<file path="src/rtl/sched_pkg.sv">
// Shared types and sizing helpers for the nonce scheduler and its arbiter.
package sched_pkg;

  localparam int unsigned DEF_NUM_NONCES = 16;
  localparam int unsigned DEF_NUM_CORES  = 4;

  typedef enum logic [1:0] {
    IDLE   = 2'd0,
    RUN    = 2'd1,
    FINISH = 2'd2
  } state_e;

  // Counters must hold the terminal value NUM_NONCES without wrapping.
  function automatic int unsigned cnt_width(input int unsigned n);
    return $clog2(n + 1);
  endfunction

  function automatic int unsigned idx_width(input int unsigned n);
    return (n > 1) ? $clog2(n) : 1;
  endfunction

endpackage

</file>
<file path="src/rtl/rr_arbiter.sv">
// Combinational round-robin arbiter: searches upward from ptr_i, wrapping, for the first request.
module rr_arbiter
  import sched_pkg::*;
#(
  parameter int unsigned N = DEF_NUM_CORES
) (
  input  logic [N-1:0]              req_i,
  input  logic [idx_width(N)-1:0]   ptr_i,
  output logic [N-1:0]              grant_c,
  output logic                      grant_valid_c
);

  localparam int unsigned IDX_W = idx_width(N);

  logic [IDX_W-1:0] idx;

  always_comb begin
    grant_c       = '0;
    grant_valid_c = 1'b0;
    idx           = '0;
    for (int unsigned k = 0; k < N; k++) begin
      idx = IDX_W'((32'(ptr_i) + k) % N);
      if (!grant_valid_c && req_i[idx]) begin
        grant_c[idx]  = 1'b1;
        grant_valid_c = 1'b1;
      end
    end
  end

endmodule

</file>
<file path="src/rtl/nonce_scheduler.sv">
// Hands nonces to idle hash cores and funnels their results into one memory write port.
module nonce_scheduler
  import sched_pkg::*;
#(
  parameter int unsigned NUM_NONCES = DEF_NUM_NONCES,
  parameter int unsigned NUM_CORES  = DEF_NUM_CORES,
  parameter int unsigned ADDR_W     = 16
) (
  input  logic                      clk,
  input  logic                      reset,
  input  logic                      start,
  input  logic [ADDR_W-1:0]         output_addr,
  output logic                      done,
  input  logic [NUM_CORES-1:0]      core_idle,
  output logic [NUM_CORES-1:0]      core_start,
  output logic [31:0]               core_nonce,
  input  logic [NUM_CORES-1:0]      core_valid,
  input  logic [32*NUM_CORES-1:0]   core_hash,
  output logic [NUM_CORES-1:0]      core_ack,
  output logic                      mem_we,
  output logic [ADDR_W-1:0]         mem_addr,
  output logic [31:0]               mem_write_data
);

  localparam int unsigned CNT_W = cnt_width(NUM_NONCES);
  localparam int unsigned IDX_W = idx_width(NUM_CORES);

  state_e               state_q, state_d;
  logic [ADDR_W-1:0]    base_q, base_d;
  logic [CNT_W-1:0]     next_nonce_q, next_nonce_d;
  logic [CNT_W-1:0]     written_q, written_d;
  logic [NUM_CORES-1:0] assigned_q, assigned_d;
  logic [CNT_W-1:0]     nonce_tab_q [NUM_CORES];
  logic [CNT_W-1:0]     nonce_tab_d [NUM_CORES];
  logic [IDX_W-1:0]     rr_ptr_q, rr_ptr_d;
  logic                 done_q, done_d;
  logic                 mem_we_q, mem_we_d;
  logic [ADDR_W-1:0]    mem_addr_q, mem_addr_d;
  logic [31:0]          mem_wdata_q, mem_wdata_d;
  logic [NUM_CORES-1:0] core_start_q, core_start_d;
  logic [NUM_CORES-1:0] core_ack_q, core_ack_d;
  logic [31:0]          core_nonce_q, core_nonce_d;

  logic [31:0]          hash_w [NUM_CORES];
  logic                 disp_hit;
  logic [IDX_W-1:0]     disp_idx;
  logic [NUM_CORES-1:0] grant_c;
  logic                 grant_valid_c;
  logic [IDX_W-1:0]     gnt_idx;

  always_comb begin
    for (int unsigned i = 0; i < NUM_CORES; i++) begin
      hash_w[i] = core_hash[32*i +: 32];
    end
  end

  // Lowest-index idle, unassigned core gets the next nonce while any remain.
  always_comb begin
    disp_hit = 1'b0;
    disp_idx = '0;
    for (int unsigned i = 0; i < NUM_CORES; i++) begin
      if (!disp_hit && core_idle[i] && !assigned_q[i]) begin
        disp_hit = 1'b1;
        disp_idx = IDX_W'(i);
      end
    end
    if (state_q != RUN || next_nonce_q >= CNT_W'(NUM_NONCES)) begin
      disp_hit = 1'b0;
    end
  end

  // Only cores holding an outstanding nonce may request the write port.
  rr_arbiter #(.N(NUM_CORES)) u_collect_arb (
    .req_i         (core_valid & assigned_q),
    .ptr_i         (rr_ptr_q),
    .grant_c       (grant_c),
    .grant_valid_c (grant_valid_c)
  );

  always_comb begin
    gnt_idx = '0;
    for (int unsigned i = 0; i < NUM_CORES; i++) begin
      if (grant_c[i]) begin
        gnt_idx = IDX_W'(i);
      end
    end
  end

  always_comb begin
    state_d      = state_q;
    base_d       = base_q;
    next_nonce_d = next_nonce_q;
    written_d    = written_q;
    assigned_d   = assigned_q;
    nonce_tab_d  = nonce_tab_q;
    rr_ptr_d     = rr_ptr_q;
    done_d       = 1'b0;
    mem_we_d     = 1'b0;
    mem_addr_d   = mem_addr_q;
    mem_wdata_d  = mem_wdata_q;
    core_start_d = '0;
    core_ack_d   = '0;
    core_nonce_d = core_nonce_q;

    case (state_q)
      IDLE: begin
        if (start) begin
          base_d       = output_addr;
          next_nonce_d = '0;
          written_d    = '0;
          assigned_d   = '0;
          rr_ptr_d     = '0;
          state_d      = RUN;
        end
      end

      RUN: begin
        if (disp_hit) begin
          core_start_d[disp_idx] = 1'b1;
          core_nonce_d           = 32'(next_nonce_q);
          nonce_tab_d[disp_idx]  = next_nonce_q;
          assigned_d[disp_idx]   = 1'b1;
          next_nonce_d           = next_nonce_q + CNT_W'(1);
        end
        // Dispatch and grant never target the same core: one needs assigned=0, the other assigned=1.
        if (grant_valid_c) begin
          mem_we_d            = 1'b1;
          mem_addr_d          = base_q + ADDR_W'(nonce_tab_q[gnt_idx]);
          mem_wdata_d         = hash_w[gnt_idx];
          core_ack_d[gnt_idx] = 1'b1;
          assigned_d[gnt_idx] = 1'b0;
          rr_ptr_d            = IDX_W'((32'(gnt_idx) + 32'd1) % NUM_CORES);
          written_d           = written_q + CNT_W'(1);
          if (written_q == CNT_W'(NUM_NONCES - 1)) begin
            state_d = FINISH;
          end
        end
      end

      FINISH: begin
        done_d  = 1'b1;
        state_d = IDLE;
      end

      default: state_d = IDLE;
    endcase
  end

  always_ff @(posedge clk) begin
    if (reset) begin
      state_q      <= IDLE;
      base_q       <= '0;
      next_nonce_q <= '0;
      written_q    <= '0;
      assigned_q   <= '0;
      rr_ptr_q     <= '0;
      done_q       <= 1'b0;
      mem_we_q     <= 1'b0;
      mem_addr_q   <= '0;
      mem_wdata_q  <= '0;
      core_start_q <= '0;
      core_ack_q   <= '0;
      core_nonce_q <= '0;
      for (int unsigned i = 0; i < NUM_CORES; i++) begin
        nonce_tab_q[i] <= '0;
      end
    end else begin
      state_q      <= state_d;
      base_q       <= base_d;
      next_nonce_q <= next_nonce_d;
      written_q    <= written_d;
      assigned_q   <= assigned_d;
      rr_ptr_q     <= rr_ptr_d;
      done_q       <= done_d;
      mem_we_q     <= mem_we_d;
      mem_addr_q   <= mem_addr_d;
      mem_wdata_q  <= mem_wdata_d;
      core_start_q <= core_start_d;
      core_ack_q   <= core_ack_d;
      core_nonce_q <= core_nonce_d;
      nonce_tab_q  <= nonce_tab_d;
    end
  end

  assign done           = done_q;
  assign core_start     = core_start_q;
  assign core_nonce     = core_nonce_q;
  assign core_ack       = core_ack_q;
  assign mem_we         = mem_we_q;
  assign mem_addr       = mem_addr_q;
  assign mem_write_data = mem_wdata_q;

endmodule

</file>
<file path="config.mk">
export PLATFORM = sky130hd
export DESIGN_NAME = nonce_scheduler
export DESIGN_NICKNAME = d
export VERILOG_FILES = /design/src/rtl/sched_pkg.sv /design/src/rtl/rr_arbiter.sv /design/src/rtl/nonce_scheduler.sv
export SDC_FILE = /design/constraint.sdc
export NUM_CORES = 1
export LEC_CHECK = 0
export CORE_ASPECT_RATIO = 1.75
export CORE_MARGIN = 5
export CORE_UTILIZATION = 38
export DETAILED_ROUTE_END_ITERATION = 12
export PLACE_DENSITY = 0.7
export SLEW_MARGIN = 15
export SYNTH_ARGS = -nofsm -noshare
export SYNTH_HDL_FRONTEND = slang
export SYNTH_HIERARCHICAL = 1
export SYNTH_SLANG_ARGS = --single-unit
</file>
<file path="constraint.sdc">
create_clock -name clk -period 5.4 [get_ports clk]
set_input_delay 1.08 -clock clk [delete_from_list [all_inputs] [get_ports clk]]
set_output_delay 1.08 -clock clk [all_outputs]
set_load 0.005 [all_outputs]
</file>
==> metrics.txt, run 1 <==
status completed; Die Y between 150 and 200 um; Peak Freq around 0.21 GHz; Initial Util approximately two fifths; startpoint types input port; DRC viols 0; Min-Delay Path Class reg -> reg; clock latency on the worst-skew pair around 0.41 ns; global route total overflow 0; critical path class in -> reg; IO Port Bufs ~220; Cell Area, Synth between 6000 and 7000 um2; cts repair resizes 0; worst-case vdd ir drop ~0.23 mV; layout cells sized above 1 5.81%; largest net degree at the start of global routing 68; IO Pins ~250; die width approximately 110 um; vias in the first global route just under 6k; n_diodes 0; Leak 3.46 nW; CTS Sinks about 120; Final Cycle Share between 80% and 90%; maxcap violations 0; row cnt 62; Clock Tree Buf Depth 2; Finished Layout Cells roughly 1.2k; Worst Hold Path EP core_nonce[2]$_SDFFE_PP0P_; Power Density 260 nW/um2; post-CTS setup buffer count 0; Final ANT Viol Nets 0; cell count after placement roughly 1.2k; Max FO, Critical Path 13; drt initial violations between 200 and 300; worst r2r dst mem_addr[8]$_SDFFE_PP0P_; antenna violations before repair 0; Hold Path Depth 2; worst-margin pin slew between 0.8 and 0.9 ns; hold_sp core_nonce[2]$_SDFFE_PP0P_; final design utilization a little under three fifths; DR vias between 6k and 7k; crit path DAT a little over 5 ns; final worst path period need around 4.8 ns; Core ar. 16500 um2; Setup crit end kind register; WL final between 20 and 25 mm; Final GP Congestion approximately 0.8; RSZ-0062 raised after global routing false; Worst Skew around 0.0078 ns; worst path required time around 5.7 ns; Final Hold Violating Endpoints 0; Fin Hold WS between 0.4 and 0.5 ns; CTS Hold Buffers Added 0; H-tree Lvls 4; CTS Root Cell clkbuf_16; CTS tree done; drt first pass iters 5; flop-to-flop setup slack a little over 0.9 ns; routed len/inst 17.5 um; Layout Nets roughly 1.2k; Worst slew margin between 40 and 50%; YS warnings 6; Critical Path Slowest Stage Cell a211oi_1; critical-path cell list clkdlybuf4s50_1, and2_1, mux2i_1, mux2_2, a211oi_1, o2bb2ai_4, inv_1, nor2_1, o31ai_1, inv_1, fa_1, nor2b_1, o31a_1, o2111ai_1, xor2_1, a211oi_1; synthesized instance count 803; Total GRT Usage around a fifth; final setup fails 0; Slew Viols, Final 0; setup_tns 0 ns; most frequent cells in the layout clkdlybuf4s50_1 (216), nor2_1 (119), dfxtp_1 (117), a21oi_1 (112), nand2_1 (66); Fill cells roughly 1.5k; post-DP HPWL 15.9 mm; leading cell type in the layout, fill and taps excluded clkdlybuf4s50_1; CTS buffer count 17; Worst Reg2Reg Path Length in Cells 17; Avg Synthesized Cell Area roughly 8 um2; critical path's largest stage delay 0.48 ns; vias per cell roughly 5; clock transition at the registers of the reported paths around 0.060 ns; first-pass GRT wire length around 32 mm; Die ar. 19700 um2; Area growth syn-to-layout 44.5%; reg2reg start rr_ptr_q[1]$_SDFFE_PP0P_
## metrics by stage
step / instance area [um2] / worst slack [ns] / total power, mW
2_1_floorplan: 6510 / 0.549 / 1.05
3_3_place_gp: 8620 / 0.344 / 1.20
3_5_place_dp: 8620 / 0.256 / 1.20
4_1_cts: 9260 / 0.622 / 2.43
5_1_grt: 9260 / 0.213 / 2.49
6_report: 9260 / 0.572 / 2.40
## registers in the layout, indices dropped and copies added, names as in the netlist, 2 cells and up
name            count
core_start          4
mem_addr           16
base_q             16
assigned_q          4
core_nonce          5
next_nonce_q        5
written_q           5
state_q             2
mem_write_data     32
rr_ptr_q            2
nonce_tab_q        20
core_ack            4
## power by group
part | switching, mW | leakage, nW | internal (mW)
clock network | 0.429 | 0.304 | 0.790
registers | 0.0150 | 0.946 | 0.880
logic | 0.131 | 2.21 | 0.160
total | 0.575 | 3.46 | 1.83
## worst max-delay path, delay by kind of cell
family | cells | cell delay [ns]
xor gates and xnor gates | 1 | 0.18
adders and majority gates | 1 | 0.41
AOI/OAI and AO/OA | 6 | 1.75
and+or+nand+nor | 3 | 0.52
muxes | 2 | 0.52
buffers and inverters | 3 | 0.68
## layer usage
metal / GRT usage, % / vias up / part of all wire (%)
li1: - / 3090 / -
met1: 21.7 / 2891 / 37
met2: 40.2 / 215 / 55
met3: 4.41 / 27 / 6.1
met4: 6.72 / 0 / 2.2
met5: 0 / - / 0
## final cells by class
type	count	area, um2	share of cell area, %
clock inverter	14	200	2.16
inverter	13	48.8	0.527
timing repair buffer	225	2230	24.1
clock buffer	18	439	4.74
tap	224	280	3.03
sequential	117	2340	25.3
multi-input combinational	611	3720	40.2
## worst max-delay path by stage
stage | startpoint | to | slack (ns) | cells after the start
after floorplan | core_valid[0] | mem_addr[8]$_SDFFE_PP0P_ | 0.55 | 21
after global placement | core_valid[1] | mem_addr[8]$_SDFFE_PP0P_ | 0.34 | 18
after detailed placement | core_valid[1] | mem_addr[8]$_SDFFE_PP0P_ | 0.26 | 18
after CTS | core_valid[1] | mem_addr[8]$_SDFFE_PP0P_ | 0.62 | 18
after global routing | core_valid[3] | mem_addr[8]$_SDFFE_PP0P_ | 0.21 | 16
final | core_valid[2] | mem_addr[8]$_SDFFE_PP0P_ | 0.57 | 16
Power figures use the tool's default switching activity.
==> run 2: changes to the inputs <==
--- a/config.mk
+++ b/config.mk
@@ -5,11 +5,14 @@
 export SDC_FILE = /design/constraint.sdc
 export NUM_CORES = 1
 export LEC_CHECK = 0
+export CELL_PAD_IN_SITES_DETAIL_PLACEMENT = 0
+export CELL_PAD_IN_SITES_GLOBAL_PLACEMENT = 2
 export CORE_ASPECT_RATIO = 1.75
 export CORE_MARGIN = 5
-export CORE_UTILIZATION = 38
+export CORE_UTILIZATION = 24
 export DETAILED_ROUTE_END_ITERATION = 12
-export PLACE_DENSITY = 0.7
+export MAX_ROUTING_LAYER = met4
+export PLACE_DENSITY = 0.78
 export SLEW_MARGIN = 15
 export SYNTH_ARGS = -nofsm -noshare
 export SYNTH_HDL_FRONTEND = slang
==> run 2 against run 1 <==
Against the previous run:
- fmax grew 1.5%
- die area grew 54%
- critical path depth grew 2
- via count shrank 3.3%
- setup slack gained 0.072 ns
- core utilization shrank 21 points
- clock power is essentially flat
- cell count grew 8.1%
- design area grew 1.2%
- worst hold slack is essentially flat
- sequential cell count is the same
- largest cell class unchanged
- largest power group unchanged
- highest routed layer unchanged
==> metrics.txt, run 2 (synthesized netlist as in run 1, its figures left out) <==
IO Port Bufs 217 (unchanged); Total GRT Usage 15.0% (-5.7 points); Layout Nets 1159 (unchanged); first-pass GRT wire length 33.9 mm (+6.4%); Worst Hold Path EP base_q[13]$_SDFFE_PP0P_; reg2reg start rr_ptr_q[1]$_SDFFE_PP0P_; drt first pass iters 5 (unchanged); drt initial violations 175 (-32%); CTS tree done; antenna violations before repair 0 (unchanged); CTS Sinks 117 (unchanged); cell count after placement 1290 (+8.4%); IO Pins 245 (unchanged); Worst slew margin 36.8% (-6.4 points); Final ANT Viol Nets 0 (unchanged); CTS buffer count 17 (unchanged); Initial Util 24.2% (-15 points); Setup crit end kind register; Slew Viols, Final 0 (unchanged); leading cell type in the layout, fill and taps excluded clkdlybuf4s50_1; Power Density 255 nW/um2 (-1.7%); flop-to-flop setup slack 0.89 ns (-0.03 ns); critical path class in -> reg; largest net degree at the start of global routing 77 (+13%); vias in the first global route 5914 (+0.77%); vias per cell 4.55 (-11%); routed len/inst 17.2 um (-1.7%); Largest register FFs 32 (unchanged); worst path required time 5.73 ns (about the same); Core ar. 26500 um2 (+60%); Final GP Congestion 0.792 (-3.9%); crit path DAT 5.09 ns (-0.06 ns); Final Cycle Share 88.1% (-1.3 points); maxcap violations 0 (unchanged); Die Y 226 um (+24%); Peak Freq 0.210 GHz (+1.5%); H-tree Lvls 4 (unchanged); Finished Layout Cells 1321 (+8.1%); met2 routed WL 13.0 mm (+10%); WL final 22.7 mm (+6.3%); startpoint types input port; clock latency on the worst-skew pair 0.42 ns (about the same); Max FO, Critical Path 8 (-5); Fill cells 2818 (+83%); Top Metal Used met4; CTS Root Cell clkbuf_16; Die ar. 30200 um2 (+54%); cts repair resizes 0 (unchanged); die width 134 um (+23%); Worst Skew 0.00478 ns (-0.00297 ns); final worst path period need 4.76 ns (-0.0724 ns); post-CTS setup buffer count 0 (unchanged); most frequent cells in the layout clkdlybuf4s50_1 (216), nor2_1 (119), dfxtp_1 (117), a21oi_1 (112), nand2_1 (65); clock transition at the registers of the reported paths 0.05 ns (about the same); CTS Hold Buffers Added 0 (unchanged); layout cells sized above 1 5.72% (-0.094 points); Leak 3.46 nW (+0.17%); final setup fails 0 (unchanged); Area growth syn-to-layout 46.2%; worst-case vdd ir drop 0.203 mV (-13%); Worst Reg2Reg Path Length in Cells 18 (+1); M1 wire length 8.16 mm (+4.4%); met3 WL 1.11 mm (-15%); worst r2r dst mem_addr[8]$_SDFFE_PP0P_; post-DP HPWL 17.1 mm (+7.1%); DRC viols 0 (unchanged); n_diodes 0 (unchanged); RSZ-0062 raised after global routing false; worst-margin pin slew 0.949 ns (+0.0964 ns); setup_tns 0 ns (unchanged); Clock Tree Buf Depth 2 (unchanged); row cnt 79 (+27%); Min-Delay Path Class reg -> reg; global route total overflow 0 (unchanged); hold_sp base_q[13]$_SDFFE_PP0P_; DR vias 6017 (-3.3%); Final Hold Violating Endpoints 0 (unchanged); Hold Path Depth 2 (unchanged); status completed
## run 2: worst max-delay path, cell delays in order
cell             delay [ns]
clkdlybuf4s50_1        0.47
and2_1                 0.25
or3b_1                 0.39
a2111o_1               0.44
nand3_2                0.18
o2bb2ai_4              0.20
mux2i_1                0.11
nor2_1                 0.09
a21oi_1                0.04
o21ai_0                0.16
ha_1                   0.21
inv_1                  0.06
fa_1                   0.37
nor2b_1                0.19
o31a_1                 0.29
o2111ai_1              0.15
xor2_1                 0.17
a211oi_1               0.22
## run 2: layer usage
| metal | up-vias | GRT usage (%) |
|---|---|---|
| met5 | - | - |
| met4 | 0 | 5.51 |
| met3 | 29 | 3.17 |
| met2 | 178 | 29.3 |
| met1 | 2708 | 14.3 |
| li1 | 3102 | - |
## run 2: power by group
part	switching, mW	internal (mW)	total, mW
Sequential	0.0146	0.880	0.895
Combinational	0.132	0.160	0.293
Clock	0.403	0.801	1.20
Total	0.550	1.84	2.39
## run 2: through the flow
stage          worst slack (ns)  total power [mW]  instance area, um2  util [%]  hold WS [ns]
3_3_place_gp              0.266              1.21                8750      33.0         0.445
4_1_cts                   0.651              2.44                9370      35.4         0.458
3_5_place_dp              0.216              1.21                8750      33.0         0.450
2_1_floorplan             0.549              1.05                6510         -         0.432
6_report                  0.644              2.39                9370      35.4         0.456
5_1_grt                   0.386              2.50                9370      35.4         0.473
## run 2: final cells by class
cell class | instances | area, um2 | share of cell area (%)
Timing Repair Buffer | 225 | 2230 | 23.8
Sequential cell | 117 | 2340 | 25.0
Tap cell | 324 | 405 | 4.33
Multi-Input combinational cell | 611 | 3720 | 39.7
Clock buffer | 21 | 470 | 5.02
Clock inverter | 10 | 153 | 1.63
Inverter | 13 | 48.8 | 0.521
## run 2: worst max path at each step
stage | startpoint | endpoint | depth (start not counted)
floorplan | core_valid[0] | mem_addr[8]$_SDFFE_PP0P_ | 21
CTS | core_valid[1] | mem_addr[8]$_SDFFE_PP0P_ | 18
detailed placement | core_valid[1] | mem_addr[8]$_SDFFE_PP0P_ | 18
finish | core_valid[1] | mem_addr[8]$_SDFFE_PP0P_ | 18
global route | core_valid[2] | mem_addr[14]$_SDFFE_PP0P_ | 16
global placement | core_valid[1] | mem_addr[8]$_SDFFE_PP0P_ | 18
